### config.mk
export PLATFORM = sky130hd
export DESIGN_NAME = pc_sequencer
export DESIGN_NICKNAME = d
export VERILOG_FILES = /design/src/rtl/risc_pkg.sv /design/src/rtl/pc_incrementer.sv /design/src/rtl/pc_sequencer.sv
export SDC_FILE = /design/constraint.sdc
export NUM_CORES = 1
export LEC_CHECK = 0
export CAP_MARGIN = 20
export CORE_UTILIZATION = 39
export CTS_BUF_LIST = sky130_fd_sc_hd__clkbuf_8 sky130_fd_sc_hd__clkbuf_16
export DETAILED_ROUTE_END_ITERATION = 16
export PLACE_DENSITY = 0.91
export SLEW_MARGIN = 20
export SYNTH_ARGS = -nofsm -noshare
export SYNTH_HDL_FRONTEND = slang
export SYNTH_SLANG_ARGS = --single-unit
### constraint.sdc
create_clock -name clk -period 2.4 [get_ports clk]
set_input_delay 0.48 -clock clk [delete_from_list [all_inputs] [get_ports clk]]
set_output_delay 0.48 -clock clk [all_outputs]
set_load 0.01 [all_outputs]
### src/rtl/risc_pkg.sv
// Shared constants for the fetch front end.
// ADDR_W   : program counter / instruction memory address width
// PC_INC   : byte step between sequential 16-bit instructions
// RESET_PC : default program counter value after reset
// ST_*     : 2-bit encoding of the PC sequencer state register
package risc_pkg;

   localparam int ADDR_W = 16;
   localparam int PC_INC = 2;
   localparam logic [15:0] RESET_PC = 16'h0000;

   localparam logic [1:0] ST_BOOT  = 2'd0;
   localparam logic [1:0] ST_FETCH = 2'd1;
   localparam logic [1:0] ST_HOLD  = 2'd2;

endpackage

### src/rtl/pc_incrementer.sv
// Standard sequential-address source: pc_next = pc + PC_INC, modulo 2^ADDR_W.
// Ports:
//   pc      in  ADDR_W  current program counter
//   pc_next out ADDR_W  address of the next sequential instruction
module pc_incrementer #(
   parameter int ADDR_W = risc_pkg::ADDR_W,
   parameter int PC_INC = risc_pkg::PC_INC
) (
   input  logic [ADDR_W-1:0] pc,
   output logic [ADDR_W-1:0] pc_next
);

   localparam logic [ADDR_W-1:0] INC = ADDR_W'(PC_INC);

   // Carry out of the top bit is dropped so the address wraps silently.
   assign pc_next = pc + INC;

endmodule

### src/rtl/pc_sequencer.sv
// Program counter owner and instruction fetch sequencer.
// Issues req/ack fetches to instruction memory, advances the PC by PC_INC per
// accepted instruction, holds under stall and redirects on jump/taken branch.
// Ports:
//   clk, rst                      clock and asynchronous active-high reset
//   stall                         fetch stage cannot accept a new instruction
//   branch_taken, branch_target   taken conditional branch and destination
//   jump, jump_target             unconditional jump and destination
//   imem_req, imem_addr, imem_ack instruction memory handshake
//   pc, pc_plus2                  current PC and PC + PC_INC
//   fetch_valid                   pulse: instruction at the old pc accepted
//   flush                         pulse: redirect taken, in-flight fetch dropped
module pc_sequencer #(
   parameter int                ADDR_W   = risc_pkg::ADDR_W,
   parameter logic [ADDR_W-1:0] RESET_PC = risc_pkg::RESET_PC,
   parameter int                PC_INC   = risc_pkg::PC_INC
) (
   input  logic              clk,
   input  logic              rst,
   input  logic              stall,
   input  logic              branch_taken,
   input  logic [ADDR_W-1:0] branch_target,
   input  logic              jump,
   input  logic [ADDR_W-1:0] jump_target,
   output logic              imem_req,
   output logic [ADDR_W-1:0] imem_addr,
   input  logic              imem_ack,
   output logic [ADDR_W-1:0] pc,
   output logic [ADDR_W-1:0] pc_plus2,
   output logic              fetch_valid,
   output logic              flush
);

   import risc_pkg::*;

   localparam logic [ADDR_W-1:0] RESET_PC_ALIGNED = {RESET_PC[ADDR_W-1:1], 1'b0};

   logic [1:0]        state_q, state_d;
   logic [ADDR_W-1:0] pc_q, pc_d;
   logic              fetch_valid_q, fetch_valid_d;
   logic              flush_q, flush_d;
   logic              redirect;
   logic [ADDR_W-1:0] redirect_target;

   pc_incrementer #(
      .ADDR_W (ADDR_W),
      .PC_INC (PC_INC)
   ) u_inc (
      .pc      (pc_q),
      .pc_next (pc_plus2)
   );

   // Jump wins over a taken branch; the target is forced halfword-aligned.
   assign redirect        = jump | branch_taken;
   assign redirect_target = jump ? jump_target : branch_target;

   // Next-state logic. A redirect outranks an ack, which outranks a stall, so
   // an ack coinciding with a redirect is discarded rather than delivered.
   always_comb begin
      state_d       = state_q;
      pc_d          = pc_q;
      fetch_valid_d = 1'b0;
      flush_d       = 1'b0;
      case (state_q)
         ST_BOOT: begin
            state_d = ST_FETCH;
         end
         ST_FETCH: begin
            if (redirect) begin
               pc_d    = {redirect_target[ADDR_W-1:1], 1'b0};
               flush_d = 1'b1;
            end else if (imem_ack) begin
               if (stall) begin
                  state_d = ST_HOLD;
               end else begin
                  fetch_valid_d = 1'b1;
                  pc_d          = pc_plus2;
               end
            end
         end
         ST_HOLD: begin
            if (redirect) begin
               pc_d    = {redirect_target[ADDR_W-1:1], 1'b0};
               flush_d = 1'b1;
               state_d = ST_FETCH;
            end else if (!stall) begin
               fetch_valid_d = 1'b1;
               pc_d          = pc_plus2;
               state_d       = ST_FETCH;
            end
         end
         default: begin
            state_d = ST_BOOT;
         end
      endcase
   end

   // State and registered outputs; reset forces them immediately.
   always_ff @(posedge clk or posedge rst) begin
      if (rst) begin
         state_q       <= ST_BOOT;
         pc_q          <= RESET_PC_ALIGNED;
         fetch_valid_q <= 1'b0;
         flush_q       <= 1'b0;
      end else begin
         state_q       <= state_d;
         pc_q          <= pc_d;
         fetch_valid_q <= fetch_valid_d;
         flush_q       <= flush_d;
      end
   end

   // Request is decoded from state only, so no input reaches it combinationally.
   assign imem_req    = (state_q == ST_FETCH);
   assign imem_addr   = pc_q;
   assign pc          = pc_q;
   assign fetch_valid = fetch_valid_q;
   assign flush       = flush_q;

endmodule

==> reports/results.txt, run 1 <==
number of distinct library cells after synthesis = 45
post-synthesis compound-gate area fraction = 23.05%
starting density of the core = 42.16%
Gate Count Post-Synth = 190
pin count of the biggest net entering global routing = 20
DR WL/cell = 15.48 um
most used cells in the layout excluding fill and tap cells = sky130_fd_sc_hd__clkdlybuf4s50_1 (73), sky130_fd_sc_hd__buf_4 (29), sky130_fd_sc_hd__dfrtp_1 (19)
post-synthesis adder-cell area fraction = 3.906%
total via count in the routed design = 1793
diode count = 0
number of nets in the layout = 320
mean number of vias per cell = 5.534
clock tree from TritonCTS = built
post-synthesis share of cell area spent on xor and xnor gates = 6.562%
Final Hold Vio Count = 0
Setup TNS Final = 0 ns
die footprint = 4367 sq um
final non-filler cell total = 324
most common cell after layout, fill and taps aside = sky130_fd_sc_hd__clkdlybuf4s50_1
total leakage power = 1.105 nW
power density over the cells = 1233 nW/um^2
DR DRC count = 0
router iterations before antenna repair = 4
wire length after detailed routing = 5.017 mm
Routed Antenna Nets = 0
largest family of logic cells by synthesized area = compound AO/OA/AOI/OAI gates
crit path kind = flop to primary output
period utilisation layout = 96.60%
utilization after layout = 68.21%
wire length of the first global-routing pass = 7.790 mm
clock-pin slew on the worst setup and hold paths = 0.08 ns
flip-flop and latch count after synthesis = 19
number of pins with negative max-slew slack in the final report = 0
post-detail-place hpwl = 3.785 mm
post-placement cell area = 2502 sq um
final weighted congestion in routability-driven placement = 0.8393
maximum vdd drop = 0.6856 mV
Bufs on Longest Clock Path = 2
finished layout cell area = 2591 sq um
number of clock sinks = 19
post-synth design cell area = 1602 sq um
DRC marker count from the first detailed-route iteration = 127
number of H-tree levels = 1
input/output buffers = 83
total power of the final layout = 3.195 mW
number of rows in the core area = 22
Worst Path Required = 1.92 ns
worst slack, placed = 0.07262 ns
die width = 66.08 um
layout overhead on the synthesized area = 61.80%
total clock buffers created by CTS = 3
element type at the critical path start = flop
crit path time final = 2.318 ns
placed cell count = 318
placeable core region = 3799 sq um
num ports = 89
critical path fanouts, max = 5
worst max-slew margin expressed relative to the limit = 50.12%
least setup slack across all paths after layout = 0.08150 ns
Max Freq = 431.3 MHz
share of layout cells above drive strength 1 = 17.03%
RSZ-0062 raised after global routing = true
clock latency of the later-clocked register in the worst-skew pair = 0.26 ns
GRT overflow = 0
status = finished clean
overall global routing resource usage = 23.24%
nature of the critical path endpoint = primary output
mux contribution to synthesized area = 3.203%
max capacitance violation total = 0
Root Driver = sky130_fd_sc_hd__clkbuf_8
number of antenna violations at the first check in global routing = 0
worst min-delay path category = flop to flop
number of warnings reported in the yosys synthesis log = 0
Layout Skew = 0.006009 ns
measured slew at the worst slew-check pin = 0.7473 ns
proportion of synthesized chip area in sequential cells = 29.69%
via count of the first global-routing pass = 1691
basic-gate share of the synthesized area counting and, or, nand and nor cells = 18.75%
data arrival time of the worst path = 1.84 ns
Hold WS = 0.5470 ns
Final setup violation count = 0
Avg Cell Area, Syn = 8.429 sq um
vertical extent of the die = 66.08 um
post-cts hold buffer count = 0
-- worst max-delay path: stages, from the launching register on --
cell and delay [ns]:
sky130_fd_sc_hd__dfrtp_1 0.37, sky130_fd_sc_hd__nand4_2 0.20, sky130_fd_sc_hd__or4_4 0.58, sky130_fd_sc_hd__xnor2_1 0.14
sky130_fd_sc_hd__dlygate4sd2_1 0.28
-- path summary, 6_finish.rpt --
kind | cells past startpoint | slack [ns] | to | start
max | 4 | 0.08 | pc_plus2[14] | imem_addr[5]$_DFFE_PP0P_
min reg2reg | 1 | 0.55 | state_q[1]$_DFFE_PP0P_ | state_q[1]$_DFFE_PP0P_
max in group asynchronous | 2 | 1.28 | imem_addr[9]$_DFFE_PP0P_ | rst
min in group asynchronous | 2 | 0.65 | imem_addr[5]$_DFFE_PP0P_ | rst
max reg2reg | 6 | 0.48 | imem_addr[9]$_DFFE_PP0P_ | state_q[0]$_DFFE_PP0P_
min | 1 | 0.55 | state_q[1]$_DFFE_PP0P_ | state_q[1]$_DFFE_PP0P_
-- cells in the mapped netlist, drive strengths merged --
| master | n | share of area (%) |
|---|---|---|
| a32oi | 1 | 0.55 |
| nor3 | 5 | 1.6 |
| nand2 | 8 | 1.9 |
| a22o | 1 | 0.55 |
| conb | 1 | 0.23 |
| a221oi | 2 | 1.5 |
| o31ai | 3 | 1.4 |
| inv | 9 | 2.1 |
| o211ai | 1 | 0.47 |
| and2 | 1 | 0.39 |
| a22oi | 1 | 0.47 |
| nand3 | 7 | 2.2 |
| nand4 | 4 | 2.0 |
| buf | 22 | 10 |
| nor4 | 3 | 1.2 |
| ha | 5 | 3.9 |
| xor2 | 7 | 3.8 |
| a222oi | 3 | 1.9 |
| clkbuf | 10 | 2.4 |
| a31oi | 5 | 2.0 |
| o21a | 4 | 1.9 |
| and4 | 1 | 0.55 |
| xnor2 | 5 | 2.7 |
| o21ai | 5 | 1.6 |
| nand2b | 3 | 1.2 |
| o22a | 5 | 2.7 |
| or4 | 3 | 1.9 |
| or2 | 2 | 0.78 |
| nand4b | 1 | 0.55 |
| o22ai | 7 | 2.7 |
| mux2 | 1 | 0.70 |
| mux2i | 4 | 2.5 |
| and3 | 3 | 1.2 |
| dfrtp | 19 | 30 |
| nor2b | 3 | 1.2 |
| a21oi | 12 | 3.8 |
| nor2 | 10 | 2.3 |
| o2bb2ai | 3 | 1.6 |
-- flip-flops by register name (all words and copies together), names as in the netlist --
signal and cells:
imem_addr 15, state_q 2, fetch_valid 1, flush 1
-- layer usage --
metal | global-route usage (%) | vias to the layer above | share of wire (%)
li1 | - | 841 | -
met1 | 28.14 | 832 | 40
met2 | 40.94 | 107 | 49
met3 | 3.276 | 13 | 8.5
met4 | 9.309 | 0 | 2.0
met5 | 0 | - | 0
-- cell type report --
cell class | count | area (sq um)
Tap cell | 48 | 60.06
Inverter | 9 | 33.78
Timing Repair Buffer | 112 | 1036
Multi-Input combinational cell | 132 | 940.9
Clock inverter | 1 | 3.754
Sequential cell | 19 | 475.5
Fill cell | 301 | 1207
Clock buffer | 3 | 41.29
-- logic make-up (layout without fill, tap and decap cells) --
logic type	after synthesis	in the layout
multiplexers	5	5
XOR/XNOR	12	12
other	1	3
AO/OA/AOI/OAI	53	53
flip-flops	19	19
buffers and inverters	41	125
AND/OR/NAND/NOR	54	54
adder cells (fa/ha/maj)	5	5
-- where the power goes --
group | total (mW) | internal, mW | switching (mW) | leakage [nW]
logic | 2.38 | 1.25 | 1.14 | 0.851
clock network | 0.225 | 0.114 | 0.111 | 0.0269
registers | 0.588 | 0.477 | 0.111 | 0.227
total | 3.19 | 1.84 | 1.36 | 1.10
-- repair_timing --
action                                  in CTS  in global routing
pin swaps                                    3                  1
buffers inserted                             2                  0
resized for setup                           17                  5
endpoints found under the setup margin       9                  4
gates cloned                                 0                  0
Power figures use the tool's default switching activity.
==> run 2, diff against run 1 <==
--- a/config.mk
+++ b/config.mk
@@ -5,11 +5,12 @@
 export SDC_FILE = /design/constraint.sdc
 export NUM_CORES = 1
 export LEC_CHECK = 0
-export CAP_MARGIN = 20
+export CAP_MARGIN = 0
 export CORE_UTILIZATION = 39
 export CTS_BUF_LIST = sky130_fd_sc_hd__clkbuf_8 sky130_fd_sc_hd__clkbuf_16
 export DETAILED_ROUTE_END_ITERATION = 16
 export PLACE_DENSITY = 0.91
+export SKIP_CTS_REPAIR_TIMING = 1
 export SLEW_MARGIN = 20
 export SYNTH_ARGS = -nofsm -noshare
 export SYNTH_HDL_FRONTEND = slang
==> reports/results.txt, run 2 (same netlist as run 1, synthesis figures left out) <==
total leakage power = 1.200 nW (+8.7%)
number of clock sinks = 19 (unchanged)
number of nets in the layout = 320 (unchanged)
most used cells in the layout excluding fill and tap cells = sky130_fd_sc_hd__clkdlybuf4s50_1 (74), sky130_fd_sc_hd__buf_4 (29), sky130_fd_sc_hd__dfrtp_1 (19)
input/output buffers = 83 (unchanged)
combinational cell fraction of total power = 75.0% (+0.5 points)
worst slack, placed = 0.07262 ns (unchanged)
die width = 66.08 um (unchanged)
mean number of vias per cell = 5.571 (+0.67%)
Setup TNS Final = -0.1072 ns (-0.1072 ns)
crit path kind = flop to primary output
most common cell after layout, fill and taps aside = sky130_fd_sc_hd__clkdlybuf4s50_1
die footprint = 4367 sq um (unchanged)
placeable core region = 3799 sq um (unchanged)
power density over the cells = 1224 nW/um^2 (-0.74%)
status = finished with violations
failing checks = negative setup slack
wire length after detailed routing = 4.973 mm (-0.88%)
final weighted congestion in routability-driven placement = 0.8393 (unchanged)
period utilisation layout = 104.5% (+7.9 points)
number of H-tree levels = 1 (unchanged)
vertical extent of the die = 66.08 um (unchanged)
slowest cell on the critical path = sky130_fd_sc_hd__clkdlybuf4s50_1
DR DRC count = 0 (unchanged)
Bufs on Longest Clock Path = 2 (unchanged)
Final Hold Vio Count = 0 (unchanged)
Max Freq = 398.9 MHz (-7.5%)
num ports = 89 (unchanged)
Worst Path Required = 1.92 ns (about the same)
power dissipated by switching net loads = 1.365 mW (+0.55%)
max reg flops = 15 (unchanged)
via count of the first global-routing pass = 1646 (-2.7%)
DR WL/cell = 15.35 um (-0.88%)
post-placement cell area = 2502 sq um (unchanged)
fraction of power spent switching nets = 42.18% (-0.31 points)
element type at the critical path start = flop
total via count in the routed design = 1805 (+0.67%)
measured slew at the worst slew-check pin = 0.7527 ns (+0.005384 ns)
max capacitance violation total = 0 (unchanged)
clock latency of the later-clocked register in the worst-skew pair = 0.25 ns (about the same)
Filler Cell Count = 292 (-3.0%)
overall global routing resource usage = 22.47% (-0.76 points)
critical path fanouts, max = 7 (+2)
total clock buffers created by CTS = 3 (unchanged)
Routed Antenna Nets = 0 (unchanged)
post-detail-place hpwl = 3.785 mm (unchanged)
DRC marker count from the first detailed-route iteration = 104 (-18%)
least setup slack across all paths after layout = -0.1072 ns (-0.1887 ns)
utilization after layout = 69.60% (+1.4 points)
Root Driver = sky130_fd_sc_hd__clkbuf_8
number of rows in the core area = 22 (unchanged)
clock network fraction of design power = 6.9% (about the same)
number of pins with negative max-slew slack in the final report = 0 (unchanged)
GRT overflow = 0 (unchanged)
RSZ-0062 raised after global routing = true
nature of the critical path endpoint = primary output
finished layout cell area = 2644 sq um (+2.0%)
Final setup violation count = 1 (+1)
clock-pin slew on the worst setup and hold paths = 0.07 ns (about the same)
worst max-slew margin expressed relative to the limit = 49.76% (-0.36 points)
clock tree from TritonCTS = built
crit path time final = 2.507 ns (+0.1887 ns)
layout overhead on the synthesized area = 65.08%
total internal power = 1.871 mW (+1.8%)
crit-path max cell delay = 0.55 ns (-0.03 ns)
Layout Skew = 0.001646 ns (-0.004363 ns)
maximum vdd drop = 0.6923 mV (+0.99%)
wire length of the first global-routing pass = 7.548 mm (-3.1%)
data arrival time of the worst path = 2.03 ns (+0.19 ns)
ordered list of cells on the worst path = ha_1, buf_4, nand3_1, nor3_4, xor2_1, clkdlybuf4s50_1
number of antenna violations at the first check in global routing = 0 (unchanged)
pin count of the biggest net entering global routing = 20 (unchanged)
worst min-delay path category = flop to flop
total power of the final layout = 3.236 mW (+1.3%)
router iterations before antenna repair = 5 (+1)
starting density of the core = 42.16% (unchanged)
part of the power in registers = 18.2% (-0.2 points)
diode count = 0 (unchanged)
share of layout cells above drive strength 1 = 16.30% (-0.72 points)
run 2: changes by cell type in the layout (fill, tap and decap cells not counted), sizes merged:
cell	previous run	this run
clkdlybuf4s50	73	74
dlygate4sd2	8	0
clkbuf	4	3
dlymetal6s2s	1	9
run 2: per-stage QoR:
stage / std cells / hold slack (ns)
finish: 324 / 0.5472
global route: 324 / 0.5741
global placement: 318 / 0.5200
CTS: 322 / 0.5468
detailed placement: 318 / 0.5306
floorplan: 192 / 0.4311
run 2: area by class of cell:
cell class	instances	area, sq um	area share, %
timing repair buffer	112	1071	40.51
multi-input combinational	132	958.4	36.25
sequential	19	475.5	17.98
tap	48	60.06	2.272
clock buffer	3	41.29	1.562
inverter	9	33.78	1.278
clock inverter	1	3.754	0.1420
run 2: final timing paths:
check	to	cells past startpoint	slack (ns)	startpoint
worst min register to register	state_q[1]$_DFFE_PP0P_	1	0.55	state_q[1]$_DFFE_PP0P_
min in group asynchronous	state_q[0]$_DFFE_PP0P_	2	0.65	rst
worst max-delay path	pc_plus2[11]	6	-0.11	imem_addr[1]$_DFFE_PP0P_
worst max register to register	imem_addr[9]$_DFFE_PP0P_	6	0.48	state_q[0]$_DFFE_PP0P_
max in group asynchronous	imem_addr[9]$_DFFE_PP0P_	2	1.27	rst
worst min-delay path	state_q[1]$_DFFE_PP0P_	1	0.55	state_q[1]$_DFFE_PP0P_
run 2: worst max-delay path, delay by kind of cell (launching register included):
family | cells | cell delay (ns)
xor+xnor | 1 | 0.16
buf+inv | 2 | 0.72
flops | 1 | 0.36
simple gates | 2 | 0.34
fa+ha+maj | 1 | 0.19
run 2: power by group through the flow:
stage                     combinational, mW  sequential, mW  clock, mW
after CTS                              2.41           0.587      0.225
after detailed placement               2.39           0.594          0
final                                  2.43           0.589      0.222
after global placement                 2.32           0.583          0
after floorplan                        1.15           0.724          0
after global routing                   2.61           0.605      0.244
run 2: routing by layer:
| layer | GRT usage (%) | up-vias | wire, um |
|---|---|---|---|
| met5 | 0 | - | 0 |
| met4 | 8.511 | 0 | 99 |
| met1 | 27.72 | 842 | 1960 |
| met2 | 39.54 | 105 | 2497 |
| li1 | - | 845 | - |
| met3 | 2.759 | 13 | 416 |
